<file path="src/rtl/rv_hazard_ctrl.sv">
// Hazard/forwarding controller for the pipelined RV32I core: tracks in-flight
// destinations, selects EX operand sources and drives stall/flush/freeze controls.
module rv_hazard_ctrl #(
  parameter int XLEN      = 32,
  parameter int RA_W      = 5,
  parameter int FWD_EN    = 1,
  parameter int RF_BYPASS = 1,
  parameter int BR_STAGE  = 2,
  parameter int CNT_W     = 16
) (
  input  logic             CLK,
  input  logic             RESET_N,
  input  logic             id_valid,
  input  logic [RA_W-1:0]  id_rs1,
  input  logic [RA_W-1:0]  id_rs2,
  input  logic             id_use1,
  input  logic             id_use2,
  input  logic [RA_W-1:0]  id_rd,
  input  logic             id_regwrite,
  input  logic             id_memread,
  input  logic             br_taken,
  input  logic             mem_wait,
  input  logic [XLEN-1:0]  ex_rd1,
  input  logic [XLEN-1:0]  ex_rd2,
  input  logic [XLEN-1:0]  mem_result,
  input  logic [XLEN-1:0]  wb_result,
  output logic             pc_en,
  output logic             ifid_en,
  output logic             ifid_clr,
  output logic             idex_clr,
  output logic             exmem_clr,
  output logic             pipe_en,
  output logic [1:0]       fwd_a,
  output logic [1:0]       fwd_b,
  output logic [XLEN-1:0]  ex_opa,
  output logic [XLEN-1:0]  ex_opb,
  output logic [CNT_W-1:0] stall_cnt,
  output logic [CNT_W-1:0] flush_cnt
);

  localparam logic [CNT_W-1:0] CNT_ONE = {{(CNT_W-1){1'b0}}, 1'b1};

  // EX keeps the full entry (it is the forwarding consumer); MEM/WB only need producer fields
  logic            sb_ex_v, sb_ex_use1, sb_ex_use2, sb_ex_rw, sb_ex_ld;
  logic [RA_W-1:0] sb_ex_rd, sb_ex_rs1, sb_ex_rs2;
  logic            sb_mem_v, sb_mem_rw, sb_mem_ld;
  logic [RA_W-1:0] sb_mem_rd;
  logic            sb_wb_v, sb_wb_rw;
  logic [RA_W-1:0] sb_wb_rd;

  logic id_hit_ex, id_hit_mem, id_hit_wb, hazard;
  logic do_stall, do_flush;
  logic ex_a_mem, ex_a_wb, ex_b_mem, ex_b_wb;

  function automatic logic hit(input logic v, input logic rw, input logic [RA_W-1:0] rd,
                               input logic [RA_W-1:0] src, input logic use_src);
    return v & rw & (rd != '0) & (rd == src) & use_src;
  endfunction

  always_comb begin
    id_hit_ex  = id_valid & (hit(sb_ex_v, sb_ex_rw, sb_ex_rd, id_rs1, id_use1) |
                             hit(sb_ex_v, sb_ex_rw, sb_ex_rd, id_rs2, id_use2));
    id_hit_mem = id_valid & (hit(sb_mem_v, sb_mem_rw, sb_mem_rd, id_rs1, id_use1) |
                             hit(sb_mem_v, sb_mem_rw, sb_mem_rd, id_rs2, id_use2));
    id_hit_wb  = id_valid & (hit(sb_wb_v, sb_wb_rw, sb_wb_rd, id_rs1, id_use1) |
                             hit(sb_wb_v, sb_wb_rw, sb_wb_rd, id_rs2, id_use2));
    // Without a write-through regfile a WB producer is still invisible to the ID read
    if (FWD_EN != 0)
      hazard = (id_hit_ex & sb_ex_ld) | ((RF_BYPASS == 0) & id_hit_wb);
    else
      hazard = id_hit_ex | id_hit_mem | ((RF_BYPASS == 0) & id_hit_wb);
  end

  always_comb begin
    pc_en     = 1'b1;
    ifid_en   = 1'b1;
    pipe_en   = 1'b1;
    ifid_clr  = 1'b0;
    idex_clr  = 1'b0;
    exmem_clr = 1'b0;
    do_stall  = 1'b0;
    do_flush  = 1'b0;
    if (mem_wait) begin
      pc_en   = 1'b0;
      ifid_en = 1'b0;
      pipe_en = 1'b0;
    end else if (br_taken) begin
      ifid_clr  = 1'b1;
      idex_clr  = 1'b1;
      exmem_clr = (BR_STAGE == 3);
      do_flush  = 1'b1;
    end else if (hazard) begin
      pc_en    = 1'b0;
      ifid_en  = 1'b0;
      idex_clr = 1'b1;
      do_stall = 1'b1;
    end
  end

  // A load sitting in MEM is never a forwarding source; the load-use stall keeps it out of reach
  always_comb begin
    ex_a_mem = (FWD_EN != 0) & sb_ex_v & ~sb_mem_ld &
               hit(sb_mem_v, sb_mem_rw, sb_mem_rd, sb_ex_rs1, sb_ex_use1);
    ex_b_mem = (FWD_EN != 0) & sb_ex_v & ~sb_mem_ld &
               hit(sb_mem_v, sb_mem_rw, sb_mem_rd, sb_ex_rs2, sb_ex_use2);
    ex_a_wb  = (FWD_EN != 0) & sb_ex_v & hit(sb_wb_v, sb_wb_rw, sb_wb_rd, sb_ex_rs1, sb_ex_use1);
    ex_b_wb  = (FWD_EN != 0) & sb_ex_v & hit(sb_wb_v, sb_wb_rw, sb_wb_rd, sb_ex_rs2, sb_ex_use2);
    fwd_a  = ex_a_mem ? 2'b10 : (ex_a_wb ? 2'b01 : 2'b00);
    fwd_b  = ex_b_mem ? 2'b10 : (ex_b_wb ? 2'b01 : 2'b00);
    ex_opa = ex_a_mem ? mem_result : (ex_a_wb ? wb_result : ex_rd1);
    ex_opb = ex_b_mem ? mem_result : (ex_b_wb ? wb_result : ex_rd2);
  end

  always_ff @(posedge CLK or negedge RESET_N) begin
    if (!RESET_N) begin
      sb_ex_v <= 1'b0; sb_ex_use1 <= 1'b0; sb_ex_use2 <= 1'b0; sb_ex_rw <= 1'b0; sb_ex_ld <= 1'b0;
      sb_ex_rd <= '0; sb_ex_rs1 <= '0; sb_ex_rs2 <= '0;
      sb_mem_v <= 1'b0; sb_mem_rw <= 1'b0; sb_mem_ld <= 1'b0; sb_mem_rd <= '0;
      sb_wb_v <= 1'b0; sb_wb_rw <= 1'b0; sb_wb_rd <= '0;
    end else if (pipe_en) begin
      sb_wb_v   <= sb_mem_v;
      sb_wb_rw  <= sb_mem_rw;
      sb_wb_rd  <= sb_mem_rd;
      sb_mem_v  <= sb_ex_v & ~exmem_clr;
      sb_mem_rw <= sb_ex_rw;
      sb_mem_ld <= sb_ex_ld;
      sb_mem_rd <= sb_ex_rd;
      if (idex_clr) begin
        sb_ex_v <= 1'b0; sb_ex_use1 <= 1'b0; sb_ex_use2 <= 1'b0; sb_ex_rw <= 1'b0; sb_ex_ld <= 1'b0;
        sb_ex_rd <= '0; sb_ex_rs1 <= '0; sb_ex_rs2 <= '0;
      end else begin
        sb_ex_v    <= id_valid;
        sb_ex_use1 <= id_use1;
        sb_ex_use2 <= id_use2;
        sb_ex_rw   <= id_regwrite;
        sb_ex_ld   <= id_memread;
        sb_ex_rd   <= id_rd;
        sb_ex_rs1  <= id_rs1;
        sb_ex_rs2  <= id_rs2;
      end
    end
  end

  always_ff @(posedge CLK or negedge RESET_N) begin
    if (!RESET_N) begin
      stall_cnt <= '0;
      flush_cnt <= '0;
    end else begin
      if (do_stall && stall_cnt != '1) stall_cnt <= stall_cnt + CNT_ONE;
      if (do_flush && flush_cnt != '1) flush_cnt <= flush_cnt + CNT_ONE;
    end
  end

endmodule

</file>
<file path="config.mk">
export PLATFORM = sky130hd
export DESIGN_NAME = rv_hazard_ctrl
export DESIGN_NICKNAME = d
export VERILOG_FILES = /design/src/rtl/rv_hazard_ctrl.sv
export SDC_FILE = /design/constraint.sdc
export NUM_CORES = 1
export LEC_CHECK = 0
export ABC_CLOCK_PERIOD_IN_PS = 5700
export CAP_MARGIN = 40
export CELL_PAD_IN_SITES_DETAIL_PLACEMENT = 1
export CELL_PAD_IN_SITES_GLOBAL_PLACEMENT = 1
export CORE_ASPECT_RATIO = 0.7
export CORE_MARGIN = 3
export CORE_UTILIZATION = 30
export CTS_CLUSTER_DIAMETER = 200
export DETAILED_ROUTE_END_ITERATION = 8
export HOLD_SLACK_MARGIN = 0.1
export PLACE_DENSITY_LB_ADDON = 0.1
export REMOVE_ABC_BUFFERS = 1
export SLEW_MARGIN = 25
export SYNTH_ARGS = -nofsm -noshare
export SYNTH_HDL_FRONTEND = slang
export SYNTH_SLANG_ARGS = --single-unit
</file>
<file path="constraint.sdc">
create_clock -name CLK -period 5.7 [get_ports CLK]
set_clock_uncertainty 0.15 [all_clocks]
set_input_delay 1.14 -clock CLK [delete_from_list [all_inputs] [get_ports CLK]]
set_output_delay 1.14 -clock CLK [all_outputs]
set_load 0.01 [all_outputs]
</file>
==> impl_metrics.py <==
metrics = {
    "power": {
        "p_leak_nw": 3.019,
        "seq_power_share_pct": 37.6,
        "irDropWorstVdd_v": 0.0001952,
        "power_frac_comb_pct": 26.6,
        "p_clk_share_pct": 35.8,
        "p_per_area_mw_per_mm2": 203.4,
        "p_sw_share_pct": 27.63,
        "intPower_mw": 1.126,
        "p_switching_mw": 0.4298,
    },
    "floorplan": {
        "rows": 37,
        "fp.dieArea_sq_mm": 0.01720,
        "die_w_um": 155.5,
        "core_sq_mm": 0.01500,
        "start_util_pct": 31.27,
        "ios": 258,
        "die_y_um": 110.6,
    },
    "clock_tree": {
        "cts_resized": 0,
        "cts_setup_buffers": 0,
        "numCtsBuffers": 9,
        "clock_latency_ns": 0.33,
        "cts_sinks": 67,
        "clockBufferDepth": 2,
        "holdBufCountCts": 0,
        "path_clk_slew_ns": 0.06,
        "tritoncts": "done",
        "cts_root_buf": "clkbuf_16",
        "h-tree-depth": 3,
    },
    "setup_path": {
        "cp_common_cell": "clkdlybuf4s50_1",
        "cp-start-kind": "input pin",
        "required_ns": 4.41,
        "crit_buf_inv": 3,
        "r2r_slack_ns": 3.13,
        "crit_family": "buffers and inverters",
        "critPathSlowestCell": "clkdlybuf4s50_1",
        "crit_chain": "clkdlybuf4s50_1 > xnor2_1 > nand4_1 > o22ai_2 > buf_4 > a21oi_1 > nor2_1 > clkdlybuf4s50_1",
        "crit_fanout": 18,
        "cp-end-kind": "primary output",
        "max_stage_delay_ns": 0.55,
        "worst_ep_arrival_time_ns": 3.16,
        "worstSetupPathType": "in2out",
    },
    "hold_path": {
        "hold_class": "reg2reg",
    },
    "synth": {
        "yosys_warnings": 0,
        "synthArstFlopShare_pct": 100.0,
        "syn_area_per_cell_sq_um": 9.381,
        "synth_cells": 500,
        "yosysSeqAreaShare_pct": 35.74,
        "synth_cell_types": 39,
        "ys.flop_type": "dfrtp_1",
        "ys_ff_latch": 67,
        "synth-edff-count": 0,
        "synthesis.area_sq_mm": 0.004691,
    },
    "placed_design": {
        "port_buffers": 256,
        "hpwlAfterDp_um": 15230,
        "place.gp.congestion": 0.9101,
        "placed_cell_area_sq_mm": 0.007317,
    },
    "routing": {
        "drt-total-wl_um": 19420,
        "route.detailed.drc": 0,
        "post_drt_wl_per_cell_um": 20.59,
        "num_vias": 4742,
        "initialDrtViolationCount": 255,
        "drtAntennaViolNets": 0,
        "via_per_inst": 5.029,
        "drtPass1Iterations": 4,
    },
    "sta": {
        "slew_headroom_pct": 51.91,
        "maxSlewViolCount": 0,
        "hold_violations": 0,
        "post-route-period-util_pct": 78.13,
        "fin_crit_ns": 4.453,
        "setup_viol": 0,
        "max_freq_mhz": 224.6,
        "timing.setup.tns_ns": 0,
        "grt_setup_unrepaired": "no",
        "tightest_slew_ns": 0.7213,
    },
    "cells_and_area": {
        "fillers": 1688,
        "drive_gt1_share_pct": 6.693,
        "layout.nets": 896,
        "design_area_sq_mm": 0.007650,
        "final_util_pct": 51.00,
        "area_growth_pct": 63.08,
    },
    "run_status": {
        "status": "finished, final reports clean",
    },
    "global_route": {
        "gr-total-overflow": 0,
        "groute.usage.overall_pct": 22.27,
        "antenna_found_initial": 3,
        "grt_max_degree": 68,
        "grt_pass1_vias": 5191,
        "grt_pass1_wl_um": 30170,
    },
    "job": {
        "cap_viol_max_count": 0,
    },
}
## synth_stat cells (10+ instances only)
master / instances / share of area [%]
buf_6: 10 / 2.4
xor2_1: 12 / 2.2
dfrtp_1: 67 / 36
mux2i_1: 64 / 14
buf_2: 14 / 1.5
nand2_1: 13 / 1.0
nor2_1: 68 / 5.4
a21oi_1: 67 / 7.1
nand3_1: 18 / 1.9
xnor2_1: 46 / 8.6
mux2_2: 16 / 3.8
and3_1: 11 / 1.5
nand4_1: 14 / 1.9
a22o_1: 20 / 3.7
## power groups by stage
stage                     sequential [mW]  clock, mW  combinational, mW
after floorplan                     0.581          0              0.148
after global placement              0.588          0              0.396
after detailed placement            0.592          0              0.412
after CTS                           0.585      0.575              0.414
after global routing                0.595      0.600              0.445
final                               0.585      0.557              0.413
## per-layer routing
layer / vias to the layer above / global-route usage [%] / wire, um
met2: 128 / 37.95 / 9670
met5: - / 0 / 29
met1: 2310 / 28.90 / 8523
li1: 2275 / - / -
met4: 4 / 5.306 / 359
met3: 25 / 4.622 / 833
## final cells by class
type,instances,area [sq um],area share [%]
timing repair buffer,266,2656,34.72
tap,195,244.0,3.189
antenna,1,2.502,0.03271
sequential,67,1677,21.92
clock inverter,6,63.81,0.8342
clock buffer,10,239.0,3.124
multi-input combinational,392,2745,35.88
inverter,6,22.52,0.2944
## sequential cells by signal, indices dropped and copies added, names as in the netlist, 5 cells and up
register / cells
sb_ex_rd: 5
stall_cnt: 16
sb_mem_rd: 5
sb_ex_rs2: 5
flush_cnt: 16
sb_wb_rd: 5
sb_ex_rs1: 5
## cells in the final DEF (no fill, tap or decap), types with 3 or more instances in the layout
cell type          n
inv_1              6
nor3_1             5
a21oi_1           67
and3_1            11
mux2_2            16
xor2_1            12
clkbuf_16          9
nor4_1             4
nand4_1           14
nand2_1           13
nor2_1            68
buf_4              8
dfrtp_1           67
and4_1             6
xnor2_1           46
clkdlybuf4s50_1  255
a22o_1            20
mux2i_1           64
and2_1             3
nand3_1           18
## path summary, 6_finish.rpt
check,start,endpoint,cells past startpoint
setup / recovery,id_rs2[1],idex_clr,8
hold / removal,stall_cnt[15],stall_cnt[15],1
setup reg to reg,stall_cnt[0],stall_cnt[1],7
hold reg to reg,stall_cnt[15],stall_cnt[15],1
max in group asynchronous,RESET_N,sb_mem_rd[0],3
min in group asynchronous,RESET_N,stall_cnt[14],2
## metrics by stage
step | power (mW) | hold slack [ns] | cells | setup slack [ns]
after global routing | 1.640 | 0.3739 | 943 | 1.101
final | 1.556 | 0.3372 | 943 | 1.247
after CTS | 1.574 | 0.3463 | 941 | 1.235
after global placement | 0.9839 | 0.3300 | 923 | 1.220
after floorplan | 0.7286 | 0.3211 | 465 | 1.518
after detailed placement | 1.003 | 0.3337 | 925 | 1.265
## cell families after synthesis
logic type                 count (synthesis)  synth area share (%)
and+or+nand+nor                          152                 16.51
DFF                                       67                 35.74
other                                      1               0.07994
buffers and inverters                     41                 5.735
muxes                                     81                 17.74
adders and majority gates                  2                0.5334
AOI/OAI and AO/OA                         98                 12.83
xor gates and xnor gates                  58                 10.83
## worst reg2reg max path: stages, from the launching register on
cell	delay [ns]
dfrtp_1	0.43
ha_1	0.24
and3_1	0.27
and3_1	0.24
a31oi_1	0.43
buf_4	0.25
nand3_2	0.11
mux2_1	0.33
Note: power is estimated with default switching activity, not from simulation.
